$ cat src/rtl/pair_pulse_tx.sv
// pair_pulse_tx: serial stimulus source for the idle/s0/s1 pair-detect receiver.
// Emits a lead-in of zeros followed by count pairs of '1' bits. Each '1' is separated
// by gap zero cycles, so the receiver fires dout exactly count times. mark flags
// the second '1' of each pair, which is the bit on which the receiver asserts dout.
module pair_pulse_tx #(
  parameter int unsigned CNT_W = 8,
  parameter int unsigned GAP_W = 4,
  parameter int unsigned LEAD  = 1
) (
  input  logic             clk,
  input  logic             rst,
  input  logic             start,
  input  logic [CNT_W-1:0] count,
  input  logic [GAP_W-1:0] gap,
  input  logic             abort,
  output logic             ready,
  output logic             ser,
  output logic             mark,
  output logic             busy,
  output logic             done,
  output logic [CNT_W-1:0] sent
);

  // One down-counter is shared by the lead-in and both gap phases. It holds LEAD-1
  // or gap-1, so it needs enough bits for whichever of the two is larger.
  localparam int unsigned LeadW = (LEAD > 1) ? $clog2(LEAD) : 1;
  localparam int unsigned TimW  = (GAP_W > LeadW) ? GAP_W : LeadW;
  localparam logic [TimW-1:0] LeadLoad = TimW'(LEAD - 1);

  typedef enum logic [2:0] {
    StIdle,
    StLead,
    StArm,
    StGapA,
    StFire,
    StGapB,
    StDone
  } state_e;

  state_e           state_q, state_d;
  logic [TimW-1:0]  tim_q, tim_d;
  logic [CNT_W-1:0] count_q, count_d;
  logic [GAP_W-1:0] gap_q, gap_d;
  logic [CNT_W-1:0] sent_d;
  logic [TimW-1:0]  gap_load;
  logic             accept;
  logic             tim_zero;
  logic             last_pair;

  assign accept    = start && ready;
  assign tim_zero  = (tim_q == '0);
  assign gap_load  = TimW'(gap_q) - TimW'(1);
  // Widened compare so count = 2^CNT_W-1 terminates without sent wrapping.
  assign last_pair = ((CNT_W+1)'(sent) + (CNT_W+1)'(1)) == (CNT_W+1)'(count_q);

  // Next-state, timer and pair-counter logic.
  always_comb begin
    state_d = state_q;
    tim_d   = tim_q;
    count_d = count_q;
    gap_d   = gap_q;
    sent_d  = sent;

    unique case (state_q)
      StIdle: ;
      StLead: begin
        if (tim_zero) state_d = StArm;
        else          tim_d   = tim_q - TimW'(1);
      end
      StArm: begin
        if (gap_q == '0) begin
          state_d = StFire;
        end else begin
          state_d = StGapA;
          tim_d   = gap_load;
        end
      end
      StGapA: begin
        if (tim_zero) state_d = StFire;
        else          tim_d   = tim_q - TimW'(1);
      end
      StFire: begin
        sent_d = sent + CNT_W'(1);
        if (last_pair) begin
          state_d = StDone;
        end else if (gap_q == '0) begin
          state_d = StArm;
        end else begin
          state_d = StGapB;
          tim_d   = gap_load;
        end
      end
      StGapB: begin
        if (tim_zero) state_d = StArm;
        else          tim_d   = tim_q - TimW'(1);
      end
      StDone:  state_d = StIdle;
      default: state_d = StIdle;
    endcase

    // ready is only high in StIdle/StDone, so acceptance and abort never overlap.
    if (accept) begin
      count_d = count;
      gap_d   = gap;
      sent_d  = '0;
      tim_d   = LeadLoad;
      state_d = (count == '0) ? StDone : StLead;
    end

    // Abort overrides the transition; a pair finishing in this FIRE still counts.
    if (abort && busy) begin
      state_d = StIdle;
    end
  end

  // State registers plus outputs decoded from the next state, so every output is a flop.
  always_ff @(posedge clk or negedge rst) begin
    if (!rst) begin
      state_q <= StIdle;
      tim_q   <= '0;
      count_q <= '0;
      gap_q   <= '0;
      sent    <= '0;
      ser     <= 1'b0;
      mark    <= 1'b0;
      busy    <= 1'b0;
      ready   <= 1'b1;
      done    <= 1'b0;
    end else begin
      state_q <= state_d;
      tim_q   <= tim_d;
      count_q <= count_d;
      gap_q   <= gap_d;
      sent    <= sent_d;
      ser     <= (state_d == StArm) || (state_d == StFire);
      mark    <= (state_d == StFire);
      busy    <= (state_d != StIdle) && (state_d != StDone);
      ready   <= (state_d == StIdle) || (state_d == StDone);
      done    <= (state_d == StDone);
    end
  end

endmodule

$ cat config.mk
export PLATFORM = sky130hd
export DESIGN_NAME = pair_pulse_tx
export DESIGN_NICKNAME = d
export VERILOG_FILES = /design/src/rtl/pair_pulse_tx.sv
export SDC_FILE = /design/constraint.sdc
export NUM_CORES = 1
export LEC_CHECK = 0
export CORE_ASPECT_RATIO = 0.7
export CORE_UTILIZATION = 48
export CTS_CLUSTER_SIZE = 14
export DETAILED_ROUTE_END_ITERATION = 8
export GPL_TIMING_DRIVEN = 0
export HOLD_SLACK_MARGIN = 0.02
export PLACE_DENSITY = 0.75
export SLEW_MARGIN = 20
export SYNTH_ARGS = -nofsm -noshare
export SYNTH_HDL_FRONTEND = slang
export SYNTH_SLANG_ARGS = --single-unit
$ cat constraint.sdc
create_clock -name clk -period 2.5 [get_ports clk]
set_clock_uncertainty 0.2 [all_clocks]
set_input_delay 0.25 -clock clk [delete_from_list [all_inputs] [get_ports clk]]
set_output_delay 0.25 -clock clk [all_outputs]
set_load 0.01 [all_outputs]
==> summary.txt, run 1 <==
status - completed
FF-to-FF End - ready
synth warn - 0
register area - 805 um2
PwrDens - 971 nW/um2
Routed WL - 4550 um
multi-input logic area - 1090 um2
maxcap violations - 0
global routing's busiest layer - met2
VDD IR-drop max - 0.673 mV
clk slew on worst S/H paths - 0.07 ns
row count - 18
met3 Use GR - 0.0467
synth unique cells - 50
Arrival @ worst endpoint - 2.47 ns
Yosys top cell area share - 0.411
combinational family with the most area after synthesis - simple AND/OR/NAND/NOR gates
Slew headroom - 0.538
met2 GRT Util - 0.353
adder-cell share of the synthesized area - 0.0133
critical path type - register to register
clk_lat worst skew - 0.29 ns
Hold Path Sink - gap_q[2]
post-DP HPWL - 3000 um
DRC - 0
Max Fanout on Critical Path - 5
Final Net Count - 279
HP Class - input pin to register
Gate Count Post-Synth - 213
cell with the most instances after synthesis - nand2_1
Area Overhead vs Synth - 34.7%
Ports - 29
GRT met1 Usage - 0.338
worst flop-to-flop path startpoint - sent[0]
vias in the first global route - 1488
die area - 4190 um2
mux share of post-synthesis cell area - 0.0212
share of layout cells above drive strength 1 - 0.198
synthesized area per cell - 8.86 um2
Post-synth EDFFs - 0
fmax - 410 MHz
Die Ht - 54.5 um
vias per inst - 5.39
Crit path largest cell delay - 0.40 ns
global-route wire length before repair - 7280 um
largest net degree at the start of global routing - 33
Hold Vio Cnt, Final - 0
Starting Density - 0.517
static leakage - 1.08 nW
critical-path cell list - ha_4, buf_6, and3b_1, a21boi_2, o311ai_4, a32oi_4, and2_4, a221oi_4, o21ba_1
Tmin final - 2.44 ns
DR iter-0 viols - 129
Bufs on Longest Clock Path - 2
Post-Syn Area - 1890 um2
predominant post-synthesis flop cell - dfrtp_1
crit path capture type - register
GRT Util Overall - 0.238
gr ovfl total - 0
top cells by count, synth - nand2_1 (52), dfrtp_1 (31), nor2_1 (18)
compound-cell area share of the yosys netlist - 0.153
antenna viol nets, final - 0
n_diodes - 0
design area - 2540 um2
Die X - 76.9 um
hold path depth - 3
sequential fraction of the synthesis area - 0.425
initial antenna violation count - 0
synth top area cells - dfrtp_1 (41%), nand2_1 (10%), xor2_1 (3.7%), nor2_1 (3.6%), xnor2_1 (3.2%)
async set-reset flop share out of synthesis - 1.00
synthesized flop and latch total - 32
Slew Limit Fails - 0
post-synth net total - 231
clk sink count - 32
TritonCTS Buffers - 5
Req. time, crit path - 2.53 ns
Placer Congestion - 0.846
wire per inst - 14.6 um
vias after detailed routing - 1683
total power - 2.47 mW
Worst Reg2Reg Path Length in Cells - 9
CTS Root Buffer Type - clkbuf_8
CP Launch Type - register
placeable core area - 3650 um2
first-pass detailed-route iteration total - 4
XOR/XNOR Fraction of Synth Area - 0.0696
Setup-failing EPs final - 0
Placed Area - 2220 um2
CTS tree - yes
simple-gate portion of the synthesized area - 0.268
port buffer count - 28
H-tree depth - 2
Slew @ Worst Pin - 0.693 ns
Final period util - 0.975
CP max stage cell - dfrtp_2
R2R setup slack - 0.06 ns
hold path startpoint - gap[2]
Synth area leader - dfrtp_1
Fillers - 310
where the power goes:
part / switching, mW / internal [mW] / total (mW)
logic: 0.627 / 0.550 / 1.18
registers: 0.151 / 0.694 / 0.845
clock network: 0.196 / 0.251 / 0.447
cell families (layout without fill, tap and decap cells):
logic type	after synthesis	after routing
buf+inv	15	64
fa+ha+maj	2	2
flops	32	32
simple gates	107	107
mux	4	4
xor+xnor	15	15
compound gates	38	38
registers in the layout, indices dropped and copies added, names as in the netlist:
signal / cells
count_q: 8
sent: 8
gap_q: 4
tim_q: 4
state_q: 3
busy: 1
done: 1
mark: 1
ready: 1
ser: 1
cell usage in the layout, fill, tap and decap left out, drive strengths merged, types with 3 or more instances in the layout:
master | Yosys | routed
nand2 | 52 | 52
dfrtp | 31 | 31
clkdlybuf4s50 | 0 | 27
buf | 6 | 19
nor2 | 18 | 18
clkbuf | 6 | 14
o21ai | 11 | 11
nand3 | 10 | 10
xor2 | 8 | 8
a21oi | 8 | 8
xnor2 | 7 | 7
nor3 | 5 | 5
and2 | 5 | 5
mux2i | 4 | 4
nor4 | 3 | 3
inv | 3 | 3
o211ai | 3 | 3
metal layers:
metal	up-vias	routed length, um
met5	-	0
met4	0	61
met3	10	244
met2	54	2020
met1	798	2230
li1	821	-
through the flow:
step           setup TNS (ns)  worst slack (ns)  std cells  hold WS [ns]   util
2_1_floorplan               0            0.0127        213        -0.246      -
3_3_place_gp            -1.50            -0.226        291         0.271  0.611
3_5_place_dp            -1.87            -0.258        291         0.136  0.610
4_1_cts                     0            0.0218        302         0.286  0.650
5_1_grt                -0.148           -0.0424        312         0.304  0.697
6_report                    0            0.0623        312         0.285  0.697
critical path: cells and delay by family (launching register included):
family                     cells  cell delay (ns)
AOI/OAI and AO/OA              5             1.13
adders and majority gates      1             0.14
buffers and inverters          1             0.11
DFF                            1             0.40
and+or+nand+nor                2             0.39
worst max-delay path by stage:
stage,cells past startpoint,to,startpoint
finish,9,ready,sent[0]
global route,8,ser,sent[5]
CTS,9,ready,sent[0]
detailed placement,9,ser,sent[0]
global placement,9,ser,sent[0]
floorplan,9,ready,sent[0]
timing repair:
item / in CTS / in global routing
setup buffers: 2 / 10
hold buffers: 1 / 0
pin swaps: 2 / 9
resized for setup: 5 / 20
endpoints found under the setup margin: 12 / 10
hold endpoints to repair: 31 / 0
layout make-up:
cell class              count  area share
plain buffers              12      0.0369
multi-input cells         166       0.428
flip-flops and latches     32       0.316
clock buffers               8      0.0394
well taps                  50      0.0246
repair buffers             41       0.151
inverters                   3     0.00443
Note: power is estimated with default switching activity, not from simulation.
==> run 2, diff against run 1 <==
--- a/config.mk
+++ b/config.mk
@@ -6,8 +6,9 @@
 export NUM_CORES = 1
 export LEC_CHECK = 0
 export CORE_ASPECT_RATIO = 0.7
+export CORE_MARGIN = 2
 export CORE_UTILIZATION = 48
-export CTS_CLUSTER_SIZE = 14
+export CTS_CLUSTER_SIZE = 12
 export DETAILED_ROUTE_END_ITERATION = 8
 export GPL_TIMING_DRIVEN = 0
 export HOLD_SLACK_MARGIN = 0.02
==> summary.txt, run 2 (synthesis gave the netlist of run 1 again) <==
status - completed
fmax - 407 MHz
hold path depth - 3
placeable core area - 3850 um2
Fillers - 342
Placed Area - 2230 um2
largest net degree at the start of global routing - 33
clk_lat worst skew - 0.28 ns
Final period util - 0.984
DP Cell Count - 293
Area Overhead vs Synth - 31.4%
global-route wire length before repair - 6800 um
Arrival @ worst endpoint - 2.48 ns
clk slew on worst S/H paths - 0.06 ns
total power - 2.36 mW
antenna viol nets, final - 0
Final Net Count - 274
PwrDens - 951 nW/um2
Placer Congestion - 0.860
Logic pwr share - 0.465
first-pass detailed-route iteration total - 4
Setup-failing EPs final - 0
HP Class - input pin to register
Die X - 78.9 um
Hold Vio Cnt, Final - 0
vias in the first global route - 1475
Starting Density - 0.490
Worst Reg2Reg Path Length in Cells - 8
wire per inst - 13.8 um
H-tree depth - 2
Routed WL - 4260 um
VDD IR-drop max - 0.562 mV
final setup margin - 0.0412 ns
maxcap violations - 0
Slew headroom - 0.540
DRC - 0
die area - 4460 um2
Bufs on Longest Clock Path - 2
vias after detailed routing - 1657
commonest non-fill, non-tap cell in the layout - nand2_1
Net Switching - 920 uW
register area - 806 um2
DR iter-0 viols - 156
Die Ht - 56.5 um
design area - 2480 um2
critical path type - register to register
Place WS - -0.302 ns
biggest regs - count_q (8), sent (8)
power share of the clock group - 0.177
vias per inst - 5.38
share of layout cells above drive strength 1 - 0.176
row count - 19
Ports - 29
CP Launch Type - register
Final Core Density - 0.644
port buffer count - 28
static leakage - 1.05 nW
crit path capture type - register
gr ovfl total - 0
R2R setup slack - 0.04 ns
Tmin final - 2.46 ns
Slew @ Worst Pin - 0.690 ns
Slew Limit Fails - 0
P_int - 1.44 mW
commonest non-fill, non-tap cells in the layout - nand2_1 (51), dfrtp_1 (28), clkdlybuf4s50_1 (27)
TritonCTS Buffers - 5
Max Fanout on Critical Path - 6
sequential share of power - 0.358
Post-Layout Cell Count - 308
n_diodes - 0
post-DP HPWL - 2920 um
clk sink count - 32
Req. time, crit path - 2.52 ns
sw frac - 0.390
initial antenna violation count - 0
CTS tree - yes
CTS Root Buffer Type - clkbuf_8
GRT Util Overall - 0.198
multi-input logic area - 1070 um2
## run 2: cell count changes in the layout (fill, tap and decap cells not counted), sizes merged
cell,change
clkbuf,-1
buf,-5
## run 2: area by class of cell
class | instances | share of cell area
well taps | 52 | 0.0262
flip-flops and latches | 32 | 0.325
plain buffers | 12 | 0.0378
repair buffers | 36 | 0.138
inverters | 3 | 0.00454
multi-input cells | 166 | 0.430
clock buffers | 7 | 0.0388
## run 2: stage by stage
stage / TNS, ns / hold WS (ns)
3_5_place_dp: -2.12 / 0.141
6_report: 0 / 0.298
4_1_cts: 0 / 0.289
2_1_floorplan: 0 / -0.246
3_3_place_gp: -1.69 / 0.267
5_1_grt: -0.0632 / 0.300
## run 2: critical path, cell delays in order (launching register included)
cell      delay, ns
dfrtp_2        0.40
buf_6          0.15
nand3_2        0.10
o21a_1         0.20
or4_4          0.52
a32oi_4        0.26
and2_4         0.24
a221oi_4       0.07
o21ba_1        0.25
## run 2: routing by layer
layer / track usage / routed length (um) / vias up
met2: 0.271 / 1780 / 55
met1: 0.309 / 2220 / 776
li1: - / - / 819
met4: 0.0567 / 40 / 0
met3: 0.0482 / 226 / 7
met5: 0 / 0 / -
## run 2: power groups by stage
stage | clock (mW) | sequential, mW | combinational [mW]
2_1_floorplan | 0 | 0.828 | 0.716
3_3_place_gp | 0 | 0.845 | 0.951
3_5_place_dp | 0 | 0.852 | 0.975
4_1_cts | 0.429 | 0.837 | 1.03
5_1_grt | 0.466 | 0.867 | 1.22
6_report | 0.418 | 0.845 | 1.10
## run 2: what timing repair did
action / CTS / global route
setup endpoints to repair: 12 / 11
hold buffers: 1 / 0
buffers inserted: 2 / 5
resized for setup: 6 / 15
endpoints found under the hold margin: 31 / 0
pin swaps: 2 / 10
## run 2: worst paths after layout
kind / from / end
worst max-delay path: sent[0] / ready
worst min-delay path: gap[0] / gap_q[0]
min in group asynchronous: rst / count_q[5]
worst min register to register: count_q[0] / count_q[0]
max in group asynchronous: rst / sent[5]
worst max register to register: sent[0] / ready
==> run 3, diff against run 2 <==
--- a/config.mk
+++ b/config.mk
@@ -5,14 +5,14 @@
 export SDC_FILE = /design/constraint.sdc
 export NUM_CORES = 1
 export LEC_CHECK = 0
-export CORE_ASPECT_RATIO = 0.7
 export CORE_MARGIN = 2
 export CORE_UTILIZATION = 48
 export CTS_CLUSTER_SIZE = 12
 export DETAILED_ROUTE_END_ITERATION = 8
 export GPL_TIMING_DRIVEN = 0
 export HOLD_SLACK_MARGIN = 0.02
-export PLACE_DENSITY = 0.75
+export PLACE_DENSITY = 0.87
+export SETUP_SLACK_MARGIN = 0.4
 export SLEW_MARGIN = 20
 export SYNTH_ARGS = -nofsm -noshare
 export SYNTH_HDL_FRONTEND = slang
==> summary.txt, run 3 (synthesis gave the netlist of run 1 again) <==
status - completed
n_diodes - 0
design area - 2530 um2
Arrival @ worst endpoint - 2.43 ns
global-route wire length before repair - 7600 um
Place WS - -0.00529 ns
port buffer count - 28
HP Class - register to register
TritonCTS Buffers - 5
gr ovfl total - 0
GRT Util Overall - 0.228
CP max stage cell - dfrtp_2
Placed Area - 2240 um2
Hold Slack - 0.290 ns
RSZ-0062 raised after global routing - true
PwrDens - 999 nW/um2
Post-Layout Cell Count - 310
Slew Limit Fails - 0
crit path capture type - register
Starting Density - 0.508
CP Launch Type - register
commonest non-fill, non-tap cells in the layout - nand2_1 (51), dfrtp_1 (29), clkdlybuf4s50_1 (27)
VDD IR-drop max - 0.638 mV
Final period util - 0.977
Crit path largest cell delay - 0.45 ns
antenna viol nets, final - 0
maxcap violations - 0
Final Net Count - 279
Die X - 66.7 um
clk slew on worst S/H paths - 0.07 ns
static leakage - 1.09 nW
Bufs on Longest Clock Path - 2
Setup-failing EPs final - 0
final setup margin - 0.0569 ns
Tmin final - 2.44 ns
vias in the first global route - 1622
post-DP HPWL - 2780 um
Routed WL - 4430 um
Ports - 29
CTS tree - yes
largest net degree at the start of global routing - 33
Placer Congestion - 0.835
critical path type - register to register
die area - 4450 um2
critical-path cell list - ha_4, buf_6, buf_4, xnor2_1, a22oi_1, o2111a_1, and2_1, a21oi_4, nor2_1, a211oi_2
row count - 22
initial antenna violation count - 0
biggest regs - count_q (8), sent (8)
first-pass detailed-route iteration total - 4
Area Overhead vs Synth - 34.2%
DR iter-0 viols - 116
wire per inst - 14.3 um
Die Ht - 66.7 um
Hold Vio Cnt, Final - 0
Req. time, crit path - 2.49 ns
placeable core area - 3720 um2
share of layout cells above drive strength 1 - 0.206
clk_lat worst skew - 0.29 ns
CTS Root Buffer Type - clkbuf_8
setup TNS - 0 ns
DP Cell Count - 289
DRC - 0
Slew headroom - 0.532
Slew @ Worst Pin - 0.703 ns
vias per inst - 5.45
vias after detailed routing - 1690
H-tree depth - 2
commonest non-fill, non-tap cell in the layout - nand2_1
fmax - 409 MHz
clk sink count - 32
Max Fanout on Critical Path - 8
[run 3: layer usage]
| layer | track usage | share of wire | vias to the layer above | wire [um] |
|---|---|---|---|---|
| met4 | 0.0842 | 0.020 | 0 | 88 |
| li1 | - | - | 827 | - |
| met5 | 0 | 0 | - | 0 |
| met2 | 0.389 | 0.51 | 41 | 2260 |
| met3 | 0.0405 | 0.034 | 9 | 151 |
| met1 | 0.287 | 0.44 | 813 | 1930 |
[run 3: path summary, 6_finish.rpt]
| check | from | endpoint | slack (ns) | cells after the start |
|---|---|---|---|---|
| min reg2reg | gap_q[3] | gap_q[3] | 0.29 | 2 |
| max | sent[0] | tim_q[1] | 0.06 | 10 |
| max reg2reg | sent[0] | tim_q[1] | 0.06 | 10 |
| max in group asynchronous | rst | sent[1] | 1.24 | 2 |
| min | gap_q[3] | gap_q[3] | 0.29 | 2 |
| min in group asynchronous | rst | sent[4] | 0.36 | 2 |
[run 3: critical path: cells and delay by family (launching register included)]
family	cells	cell delay, ns
AND/OR/NAND/NOR	2	0.27
flip-flops	1	0.45
adder cells (fa/ha/maj)	1	0.16
XOR/XNOR	1	0.13
AO/OA/AOI/OAI	4	0.85
buffers and inverters	2	0.28
[run 3: repair_timing]
action | CTS | global route
setup buffers | 9 | 3
gates resized for setup | 6 | 10
pin swaps | 7 | 5
gates cloned | 0 | 0
hold buffers | 1 | 0
setup endpoints to repair | 12 | 12
endpoints found under the hold margin | 31 | 0
[run 3: cell type report]
| type | count | area [um2] |
|---|---|---|
| multi-input cells | 166 | 1090 |
| clock buffers | 8 | 100 |
| inverters | 3 | 11.3 |
| plain buffers | 12 | 90.1 |
| well taps | 48 | 60.1 |
| flip-flops and latches | 32 | 805 |
| repair buffers | 41 | 379 |
| fillers | 290 | 1180 |
[run 3: report_power, final]
| group | switching [mW] | total (mW) | internal, mW | leakage, nW |
|---|---|---|---|---|
| registers | 0.157 | 0.851 | 0.694 | 0.411 |
| clock network | 0.192 | 0.443 | 0.251 | 0.0515 |
| logic | 0.651 | 1.24 | 0.585 | 0.624 |
[run 3: metrics by stage]
step / total power, mW / utilization
floorplan: 1.55 / -
global placement: 1.79 / 0.605
detailed placement: 1.83 / 0.604
CTS: 2.38 / 0.664
global route: 2.71 / 0.681
finish: 2.53 / 0.681
